$ cat src/rtl/ctrl_stage_pipe_if.sv
// Control-word pipeline bundle: decode-side inputs plus per-stage registered outputs.
// Latency: none, this is wiring only.
// Backpressure: in_ready reflects stall as seen from decode; there is no output handshake.
//
// master: the decode/hazard side. It drives in_data, in_valid, stall and flush.
// slave : the pipeline. It drives in_ready, stage_data, stage_valid, busy and bubble_cnt.
interface ctrl_stage_pipe_if #(
  parameter int WIDTH  = 20,
  parameter int STAGES = 3,
  parameter int CNT_W  = 16
);
  logic [WIDTH-1:0]        in_data;
  logic                    in_valid;
  logic [STAGES:0]         stall;
  logic [STAGES-1:0]       flush;
  logic                    in_ready;
  logic [STAGES*WIDTH-1:0] stage_data;
  logic [STAGES-1:0]       stage_valid;
  logic                    busy;
  logic [CNT_W-1:0]        bubble_cnt;

  modport master (
    output in_data, in_valid, stall, flush,
    input  in_ready, stage_data, stage_valid, busy, bubble_cnt
  );

  modport slave (
    input  in_data, in_valid, stall, flush,
    output in_ready, stage_data, stage_valid, busy, bubble_cnt
  );
endinterface

$ cat src/rtl/ctrl_stage_pipe.sv
// Control-word pipeline: carries decoded control from decode through STAGES registers with stall/flush/bubbles.
// Latency: a word accepted at decode on edge n is visible in stage k after edge n+k.
// Backpressure: a stall at any stage freezes it and everything upstream; in_ready = no effective stall at decode.
//
// Ports: clk, rst (async, active-high) are plain ports; everything else is carried on
// pipe (slave modport). stage k owns stage_data[k*WIDTH-1 -: WIDTH] and stage_valid[k-1].
module ctrl_stage_pipe #(
  parameter int WIDTH  = 20,
  parameter int STAGES = 3,
  parameter int CNT_W  = 16
) (
  input logic              clk,
  input logic              rst,
  ctrl_stage_pipe_if.slave pipe
);

  // sEff[j]: stage j is frozen, either by its own stall or by any stall further downstream.
  logic [STAGES:0]   sEff;
  logic [STAGES-1:0] validQ;
  logic [WIDTH-1:0]  dataQ [1:STAGES];

  // Upstream source for stage k is index k-1; index 0 is the decode stage.
  logic [STAGES-1:0] upValid;
  logic [WIDTH-1:0]  upData [STAGES];

  // bubbleHit[k-1]: stage k advances while its upstream is frozen and it is not being flushed.
  logic [STAGES-1:0] bubbleHit;
  logic [CNT_W-1:0]  bubbleCnt;

  genvar j, k;

  generate
    for (j = 0; j <= STAGES; j++) begin : g_seff
      assign sEff[j] = |pipe.stall[STAGES:j];
    end
  endgenerate

  assign upValid[0] = pipe.in_valid;
  assign upData[0]  = pipe.in_data;

  generate
    for (k = 1; k < STAGES; k++) begin : g_up
      assign upValid[k] = validQ[k-1];
      assign upData[k]  = dataQ[k];
    end
  endgenerate

  generate
    for (k = 1; k <= STAGES; k++) begin : g_stage
      assign bubbleHit[k-1] = ~pipe.flush[k-1] & sEff[k-1] & ~sEff[k];

      always_ff @(posedge clk or posedge rst) begin
        if (rst) begin
          validQ[k-1] <= 1'b0;
          dataQ[k]    <= '0;
        end else if (pipe.flush[k-1]) begin
          validQ[k-1] <= 1'b0;
          dataQ[k]    <= '0;
        end else if (!sEff[k]) begin
          if (sEff[k-1]) begin
            // Upstream frozen, this stage moves on: fill with a bubble.
            validQ[k-1] <= 1'b0;
            dataQ[k]    <= '0;
          end else begin
            // Invalid words are zeroed so downstream enables never see stale bits.
            validQ[k-1] <= upValid[k-1];
            dataQ[k]    <= upValid[k-1] ? upData[k-1] : '0;
          end
        end
      end

      assign pipe.stage_data[k*WIDTH-1 -: WIDTH] = dataQ[k];
    end
  endgenerate

  // One count per edge regardless of how many stages bubble; saturates at all-ones.
  always_ff @(posedge clk or posedge rst) begin
    if (rst) begin
      bubbleCnt <= '0;
    end else if ((|bubbleHit) && (bubbleCnt != {CNT_W{1'b1}})) begin
      bubbleCnt <= bubbleCnt + CNT_W'(1);
    end
  end

  assign pipe.in_ready    = ~sEff[0];
  assign pipe.stage_valid = validQ;
  assign pipe.busy        = |validQ;
  assign pipe.bubble_cnt  = bubbleCnt;

endmodule

$ cat src/flat_wrapper.sv
// flat-port wrapper written by rule: the top's interface ports become plain ports
module ctrl_stage_pipe_flat 
#(
  parameter int WIDTH  = 20,
  parameter int STAGES = 3,
  parameter int CNT_W  = 16
)
  (clk, rst, pipe_in_data, pipe_in_valid, pipe_stall, pipe_flush, pipe_in_ready, pipe_stage_data, pipe_stage_valid, pipe_busy, pipe_bubble_cnt);
  ctrl_stage_pipe_if #(.WIDTH(WIDTH), .STAGES(STAGES), .CNT_W(CNT_W)) pipe_i ();
  input logic clk;
  input logic rst;
  input wire logic [$bits(pipe_i.in_data)-1:0] pipe_in_data;
  input wire logic [$bits(pipe_i.in_valid)-1:0] pipe_in_valid;
  input wire logic [$bits(pipe_i.stall)-1:0] pipe_stall;
  input wire logic [$bits(pipe_i.flush)-1:0] pipe_flush;
  output wire logic [$bits(pipe_i.in_ready)-1:0] pipe_in_ready;
  output wire logic [$bits(pipe_i.stage_data)-1:0] pipe_stage_data;
  output wire logic [$bits(pipe_i.stage_valid)-1:0] pipe_stage_valid;
  output wire logic [$bits(pipe_i.busy)-1:0] pipe_busy;
  output wire logic [$bits(pipe_i.bubble_cnt)-1:0] pipe_bubble_cnt;
  assign pipe_i.in_data = pipe_in_data;
  assign pipe_i.in_valid = pipe_in_valid;
  assign pipe_i.stall = pipe_stall;
  assign pipe_i.flush = pipe_flush;
  assign pipe_in_ready = pipe_i.in_ready;
  assign pipe_stage_data = pipe_i.stage_data;
  assign pipe_stage_valid = pipe_i.stage_valid;
  assign pipe_busy = pipe_i.busy;
  assign pipe_bubble_cnt = pipe_i.bubble_cnt;
  ctrl_stage_pipe #(.WIDTH(WIDTH), .STAGES(STAGES), .CNT_W(CNT_W)) u_core (.clk(clk), .rst(rst), .pipe(pipe_i));
endmodule
$ cat config.mk
export PLATFORM = sky130hd
export DESIGN_NAME = ctrl_stage_pipe_flat
export DESIGN_NICKNAME = d
export VERILOG_FILES = /design/src/rtl/ctrl_stage_pipe_if.sv /design/src/rtl/ctrl_stage_pipe.sv /design/src/flat_wrapper.sv
export SDC_FILE = /design/constraint.sdc
export NUM_CORES = 1
export LEC_CHECK = 0
export ABC_AREA = 1
export BUFFER_PORTS_ARGS = -buffer_cell sky130_fd_sc_hd__clkbuf_2
export CAP_MARGIN = 20
export CORE_UTILIZATION = 25
export CTS_CLUSTER_SIZE = 10
export DETAILED_ROUTE_END_ITERATION = 8
export GPL_TIMING_DRIVEN = 0
export HOLD_SLACK_MARGIN = 0.12
export PLACE_DENSITY_LB_ADDON = 0.1
export SYNTH_ARGS = -nofsm -noshare
export SYNTH_HDL_FRONTEND = slang
export SYNTH_SLANG_ARGS = --single-unit
$ cat constraint.sdc
create_clock -name clk -period 2.7 [get_ports clk]
set_clock_uncertainty 0.1 [all_clocks]
set_input_delay 0.405 -clock clk [delete_from_list [all_inputs] [get_ports clk]]
set_output_delay 0.405 -clock clk [all_outputs]
set_load 0.01 [all_outputs]
==> flow_metrics.py, run 1 <==
metrics = {
    "status": {
        "outcome": "complete, no violations",
    },
    "placed_design": {
        "place_ws_ns": 0.815,
        "port_buffers": 110,
        "dp_cells": 687,
        "dpl.hpwl_um": 7340,
        "postPlaceCellArea_um2": 4310,
        "finalWeightedCongestion": 0.743,
    },
    "timing": {
        "rsz0062_at_grt": "false",
        "tightest_slew_ns": 0.633,
        "tns_ns": 0,
        "period_share_pct": 65.4,
        "setup_ws_ns": 0.933,
        "post-route-min-period_ns": 1.77,
        "fin_hold_ws_ns": 0.184,
        "fmax_ghz": 0.566,
        "max_slew_margin_pct": 57.8,
        "final_max_slew_viol_count": 0,
        "hold_viol": 0,
        "setup_violations": 0,
    },
    "cells_and_area": {
        "layout-area-overhead-vs-synth_pct": 30.7,
        "ff_latch_area_um2": 1980,
        "diodes": 0,
        "fin_area_um2": 4580,
        "post-route-util_pct": 34.1,
        "multiInputGateArea_um2": 1140,
        "instances_no_fill": 703,
        "n_fill_cell": 1492,
        "drive_gt1_share_pct": 27.5,
        "fin_nets": 554,
    },
    "clock_network": {
        "path_clk_slew_ns": 0.06,
        "cts_buffers": 9,
        "cts_num_sinks": 79,
        "root_buffer": "clkbuf_16",
        "ctsHtreeMaxLevel": 3,
        "cts_resized": 0,
        "cts_tree": "yes",
        "postCtsSetupRepairBufs": 0,
        "cts_buffer_depth": 2,
        "worstSkewPairLatency_ns": 0.34,
    },
    "power": {
        "p_comb_share_pct": 11.2,
        "seq_power_share_pct": 47.7,
        "p_leak_nw": 2.35,
        "power.share.clock_pct": 41.1,
        "p_sw_share_pct": 27.3,
        "internal_power_mw": 1.98,
        "p_per_area_nw_per_um2": 594,
        "power.switching_mw": 0.743,
        "vdd_drop_max_mv": 0.266,
        "total_power_mw": 2.72,
    },
    "die": {
        "die-width_um": 120,
        "die_y_um": 120,
        "die_area_um2": 14500,
        "rows": 42,
        "core_um2": 13500,
        "ios": 111,
        "start_util_pct": 26.1,
    },
    "critical_path": {
        "crit_fanout": 10,
        "cp-end-kind": "flip-flop",
        "startpoint_type": "flip-flop",
        "worstPathCellList": "ha_1 -> nand3_2 -> inv_2 -> nand2_4 -> nor2_8 -> inv_2 -> nand2_2 -> buf_6 -> nand2_1 -> nand2_1",
        "r2r_cells": 10,
        "rrSetupSlack_ns": 0.93,
        "crit_required_ns": 2.87,
        "cp_slowest_cell": "dfrtp_1",
        "critical_path_class": "flip-flop to flip-flop",
        "timing.rr.end": "u_core.pipe.bubble_cnt[15]",
        "arrival_ns": 1.94,
        "max_stage_delay_ns": 0.46,
        "r2r_start": "u_core.pipe.bubble_cnt[0]",
    },
    "min_path": {
        "min_path_type": "input pin to flip-flop",
        "min_from": "pipe_in_data[11]",
        "hold_end": "u_core.pipe.stage_data[11]",
        "worstHoldPathCells": 3,
    },
    "detailed_routing": {
        "vias_per_cell": 4.31,
        "drt_first_pass_iters": 4,
        "drc_errors": 0,
        "wirelength_um": 10200,
        "drt_iter0_markers": 109,
        "via_count": 3031,
        "ant_nets": 0,
        "avgRoutedWirePerCell_um": 14.5,
    },
    "grt": {
        "grt_max_degree": 54,
        "grt_pass1_wl_um": 16300,
        "antenna_found_initial": 0,
        "gr-total-overflow": 0,
        "grt_pass1_vias": 3030,
        "grt_usage_pct": 15.2,
    },
    "logic_synthesis": {
        "syn_nets": 431,
        "yosysWarnings": 0,
        "synthCells": 400,
        "synth_seq_cells": 79,
        "synth_seq_area_share_pct": 56.4,
        "synth_cell_types": 21,
        "synth_area_um2": 3510,
        "avgSynthCellArea_um2": 8.76,
    },
    "flow_run": {
        "max-cap-violations": 0,
    },
}
-- critical path, delay by kind of cell, from the launching register on --
family	cells	cell delay (ns)
simple gates	6	0.55
fa+ha+maj	1	0.29
flops	1	0.46
buf+inv	3	0.30
-- what timing repair did --
item / 4_1_cts / 5_1_grt
hold endpoints to repair: 26 / 0
setup endpoints to repair: 0 / 0
hold buffers: 1 / 0
-- power by group through the flow --
stage | logic (mW) | registers [mW] | clock network (mW)
2_1_floorplan | 0.161 | 1.33 | 0
3_3_place_gp | 0.303 | 1.32 | 0
3_5_place_dp | 0.313 | 1.32 | 0
4_1_cts | 0.315 | 1.30 | 1.17
5_1_grt | 0.350 | 1.31 | 1.21
6_report | 0.305 | 1.30 | 1.12
-- cell usage after synthesis (all sizes together) --
library cell | instances | area, um2
nor2 | 25 | 146
nand4 | 7 | 43.8
o22ai | 40 | 250
buf | 6 | 42.5
ha | 1 | 12.5
xor2 | 5 | 43.8
dfrtp | 79 | 1980
clkbuf | 10 | 37.5
inv | 82 | 308
nand2 | 81 | 319
o21ai | 29 | 145
nand3 | 35 | 180
-- cells by family (layout without fill, tap and decap cells) --
| family | after synthesis | count (layout) | synth area share, % |
|---|---|---|---|
| AND/OR/NAND/NOR | 148 | 148 | 19.7 |
| buffers and inverters | 98 | 225 | 11.1 |
| flip-flops | 79 | 79 | 56.4 |
| AO/OA/AOI/OAI | 69 | 69 | 11.3 |
| XOR/XNOR | 5 | 5 | 1.25 |
| adder cells (fa/ha/maj) | 1 | 1 | 0.357 |
-- cell type report --
class	instances	area share [%]
Buffer	16	1.75
Clock buffer	11	5.30
Clock inverter	4	0.492
Inverter	82	6.77
Multi-Input combinational cell	223	24.9
Sequential cell	79	43.1
Tap cell	176	4.81
Timing Repair Buffer	112	12.8
-- how the worst max path moves through the flow --
stage	from	to	slack [ns]	cells after the start
floorplan	rst	u_core.pipe.bubble_cnt[0]	0.17	1
global placement	rst	u_core.pipe.stage_data[7]	-1.06	2
detailed placement	pipe_stall[3]	u_core.pipe.stage_data[5]	0.81	6
CTS	u_core.pipe.bubble_cnt[0]	u_core.pipe.bubble_cnt[15]	0.89	10
global route	u_core.pipe.bubble_cnt[0]	u_core.pipe.bubble_cnt[12]	0.77	8
finish	u_core.pipe.bubble_cnt[0]	u_core.pipe.bubble_cnt[15]	0.93	10
-- cell usage in the layout (no fill, tap or decap), drive strengths merged, types with 7 or more instances in the layout --
cell type / netlist / routed
o21ai: 29 / 29
nand3: 35 / 35
o22ai: 40 / 40
inv: 82 / 82
nand2: 81 / 81
buf: 6 / 7
dfrtp: 79 / 79
clkbuf: 10 / 131
nand4: 7 / 7
nor2: 25 / 25
-- layer usage --
metal | GRT usage (%) | vias up | part of all wire [%]
li1 | - | 1524 | -
met1 | 18.1 | 1417 | 43
met2 | 24.7 | 72 | 49
met3 | 4.15 | 18 | 5.2
met4 | 8.26 | 0 | 2.9
met5 | 0 | - | 0
-- registers in the layout, summed over array words and instances, names as in the netlist --
signal / flops
u_core.pipe.stage_valid: 3
u_core.pipe.stage_data: 60
u_core.pipe.bubble_cnt: 16
(Power assumes the default switching activity.)
==> inputs of run 2 (changes only) <==
--- a/config.mk
+++ b/config.mk
@@ -5,7 +5,7 @@
 export SDC_FILE = /design/constraint.sdc
 export NUM_CORES = 1
 export LEC_CHECK = 0
-export ABC_AREA = 1
+export ABC_AREA = 0
 export BUFFER_PORTS_ARGS = -buffer_cell sky130_fd_sc_hd__clkbuf_2
 export CAP_MARGIN = 20
 export CORE_UTILIZATION = 25
==> constraint.sdc (replaced) <==
create_clock -name clk -period 1.7 [get_ports clk]
set_clock_uncertainty 0.1 [all_clocks]
set_input_delay 0.255 -clock clk [delete_from_list [all_inputs] [get_ports clk]]
set_output_delay 0.255 -clock clk [all_outputs]
set_load 0.01 [all_outputs]
==> run 2 against run 1 <==
Against the previous run: the flow now finishes with violations (setup timing); synthesized cell count decreased by 44%; non-clock buffer count increased by 31; via count decreased by 18%; clock power increased by 96%; power increased by 78%; clock-buffer cell count increased by 3; register-to-register slack got worse by 0.94 ns; global-route usage about the same; final cell count decreased by 24%; critical path type unchanged; largest power group is now the clock network.
==> flow_metrics.py, run 2 <==
metrics = {
    "status": {
        "outcome": "finished with violations",
        "violations": "setup timing",
    },
    "logic_synthesis": {
        "synth_top_area_share_pct": 64.4,
        "synth_seq_cells": 79,
        "dominantRegCellSynth": "dfrtp_1",
        "synthCells": 224,
        "synth_common_cells": "dfrtp_1, a22o_1, xnor2_1",
        "synth_seq_area_share_pct": 64.4,
        "synth_edf_count": 0,
        "avgSynthCellArea_um2": 13.7,
        "synth_top_area_cell": "dfrtp_1",
        "yosysWarnings": 0,
        "syn_nets": 255,
        "synth_area_leaders": "dfrtp_1, a22o_1, xnor2_1, nand2_1, nand4_1",
        "yosysMostFrequentCell": "dfrtp_1",
        "synth_cell_types": 34,
        "synth_area_um2": 3070,
        "synthArstFlopShare_pct": 100,
    },
    "clock_network": {
        "cts_buffers": 9,
        "cts_buffer_depth": 2,
        "root_buffer": "clkbuf_16",
        "path_clk_slew_ns": 0.06,
        "cts_tree": "yes",
        "cts_num_sinks": 79,
        "ctsHtreeMaxLevel": 3,
        "worstSkewPairLatency_ns": 0.33,
    },
    "cells_and_area": {
        "layout-area-overhead-vs-synth_pct": 48.5,
        "fin_nets": 412,
        "drive_gt1_share_pct": 43.3,
        "largest_reg_flops": 60,
        "layout_common_cells": "clkbuf_2, dfrtp_1, a22o_1, dlygate4sd3_1, buf_4",
        "n_fill_cell": 1228,
        "diodes": 0,
        "layout.cells.most_common": "clkbuf_2",
    },
    "die": {
        "ios": 111,
        "rows": 40,
        "core_um2": 12000,
        "start_util_pct": 25.5,
        "die_area_um2": 12700,
        "die_y_um": 113,
        "die-width_um": 113,
    },
    "timing": {
        "fin_hold_ws_ns": 0.212,
        "post-route-min-period_ns": 1.71,
        "fmax_ghz": 0.586,
        "setup_ws_ns": -0.00772,
        "period_share_pct": 100,
        "hold_viol": 0,
        "final_max_slew_viol_count": 0,
        "rsz0062_at_grt": "true",
        "tightest_slew_ns": 0.675,
        "max_slew_margin_pct": 55.0,
        "setup_violations": 1,
    },
    "critical_path": {
        "r2r_cells": 6,
        "arrival_ns": 1.83,
        "timing.rr.end": "u_core.pipe.bubble_cnt[4]",
        "cp.buffers_inverters": 1,
        "critPathTopFamily": "simple AND/OR/NAND/NOR gates",
        "rrSetupSlack_ns": -0.008,
        "crit_fanout": 4,
        "max_stage_delay_ns": 0.43,
        "r2r_start": "u_core.pipe.bubble_cnt[2]",
        "critical_path_class": "flip-flop to flip-flop",
        "crit_required_ns": 1.82,
        "startpoint_type": "flip-flop",
        "worstPathCellList": "and3_4 -> and4_4 -> a31oi_4 -> buf_6 -> nand4_1 -> xnor2_1",
        "cp_slowest_cell": "dfrtp_2",
        "cp-end-kind": "flip-flop",
    },
    "placed_design": {
        "dpl.hpwl_um": 5990,
        "finalWeightedCongestion": 0.723,
        "port_buffers": 110,
        "place_ws_ns": -0.191,
    },
    "flow_run": {
        "max-cap-violations": 0,
    },
    "power": {
        "p_leak_nw": 2.31,
        "vdd_drop_max_mv": 0.660,
        "internal_power_mw": 3.73,
        "power.share.clock_pct": 45.3,
        "seq_power_share_pct": 42.1,
        "p_per_area_nw_per_um2": 1070,
        "p_comb_share_pct": 12.6,
        "power.switching_mw": 1.14,
        "p_sw_share_pct": 23.4,
    },
    "detailed_routing": {
        "via_count": 2482,
        "ant_nets": 0,
        "wirelength_um": 8990,
        "vias_per_cell": 4.66,
        "avgRoutedWirePerCell_um": 16.9,
        "drt_iter0_markers": 78,
        "drt_first_pass_iters": 4,
        "drc_errors": 0,
    },
    "min_path": {
        "hold_end": "u_core.pipe.stage_data[58]",
        "min_path_type": "input pin to flip-flop",
        "min_from": "pipe_flush[2]",
        "worstHoldPathCells": 3,
    },
    "grt": {
        "grt_pass1_wl_um": 14200,
        "gr-total-overflow": 0,
        "grt_max_degree": 38,
        "grt_usage_pct": 15.1,
        "grt_pass1_vias": 2551,
        "antenna_found_initial": 0,
    },
}
## run 2: worst max path at each step
stage	start	endpoint	slack, ns	cells after the start
after floorplan	u_core.pipe.bubble_cnt[0]	u_core.pipe.bubble_cnt[3]	0.003	6
after global placement	rst	u_core.pipe.stage_data[56]	-0.24	2
after detailed placement	pipe_stall[3]	u_core.pipe.stage_data[40]	-0.19	4
after CTS	u_core.pipe.bubble_cnt[1]	u_core.pipe.bubble_cnt[6]	-0.001	6
after global routing	u_core.pipe.bubble_cnt[2]	u_core.pipe.bubble_cnt[15]	-0.08	6
final	u_core.pipe.bubble_cnt[2]	u_core.pipe.bubble_cnt[4]	-0.008	6
## run 2: timing repair
action                                 in CTS  in global routing
endpoints found under the hold margin      99                  0
buffers inserted                            3                  9
setup endpoints to repair                  31                 36
gates resized for setup                     7                  7
pin swaps                                   2                 13
cloned                                      1                  0
hold buffers                               21                  0
## run 2: worst reg2reg max path: cells and delay by family, from the launching register on
| family | cells | cell delay, ns |
|---|---|---|
| compound gates | 1 | 0.24 |
| buf+inv | 1 | 0.14 |
| simple gates | 3 | 0.52 |
| xor+xnor | 1 | 0.15 |
| flops | 1 | 0.43 |
## run 2: power by group through the flow
stage / sequential, mW / combinational [mW] / clock [mW]
after CTS: 2.04 / 0.482 / 2.27
final: 2.05 / 0.612 / 2.20
after detailed placement: 2.08 / 0.400 / 0
after global routing: 2.05 / 0.679 / 2.36
after global placement: 2.08 / 0.385 / 0
after floorplan: 2.10 / 0.186 / 0
## run 2: cell families (layout without fill, tap and decap cells)
logic type	count (synthesis)	count (layout)	synth area share [%]
AOI/OAI and AO/OA	68	68	19.7
DFF	79	79	64.4
buffers and inverters	15	177	2.41
muxes	1	1	0.367
xor gates and xnor gates	13	13	3.71
adders and majority gates	1	1	0.408
and+or+nand+nor	47	47	9.01
## run 2: metrics by stage
step / std cells / setup TNS [ns] / cell area, um2 / utilization [%] / power (mW)
floorplan: 224 / 0 / 3080 / - / 2.29
global placement: 481 / -22.97 / 3810 / 31.8 / 2.47
detailed placement: 483 / -5.11 / 3850 / 32.1 / 2.48
CTS: 524 / -0.00113 / 4450 / 37.1 / 4.80
global route: 533 / -0.717 / 4560 / 37.9 / 5.09
finish: 533 / -0.00772 / 4560 / 37.9 / 4.86
## run 2: metal layers
layer	share of wire, %	track usage [%]	up-vias
li1	-	-	1162
met1	44	18.7	1232
met2	48	24.2	75
met3	6.0	4.12	13
met4	2.0	7.91	0
met5	0	0	-
## run 2: cell type report
class                   instances  area, um2  share of cell area, %
flip-flops and latches         79       1980                   43.5
plain buffers                  13       68.8                   1.51
well taps                     147        184                   4.04
inverters                       2       11.3                  0.247
clock inverters                 2       60.1                   1.32
clock buffers                  14        284                   6.23
repair buffers                146        902                   19.8
multi-input cells             130       1060                   23.4
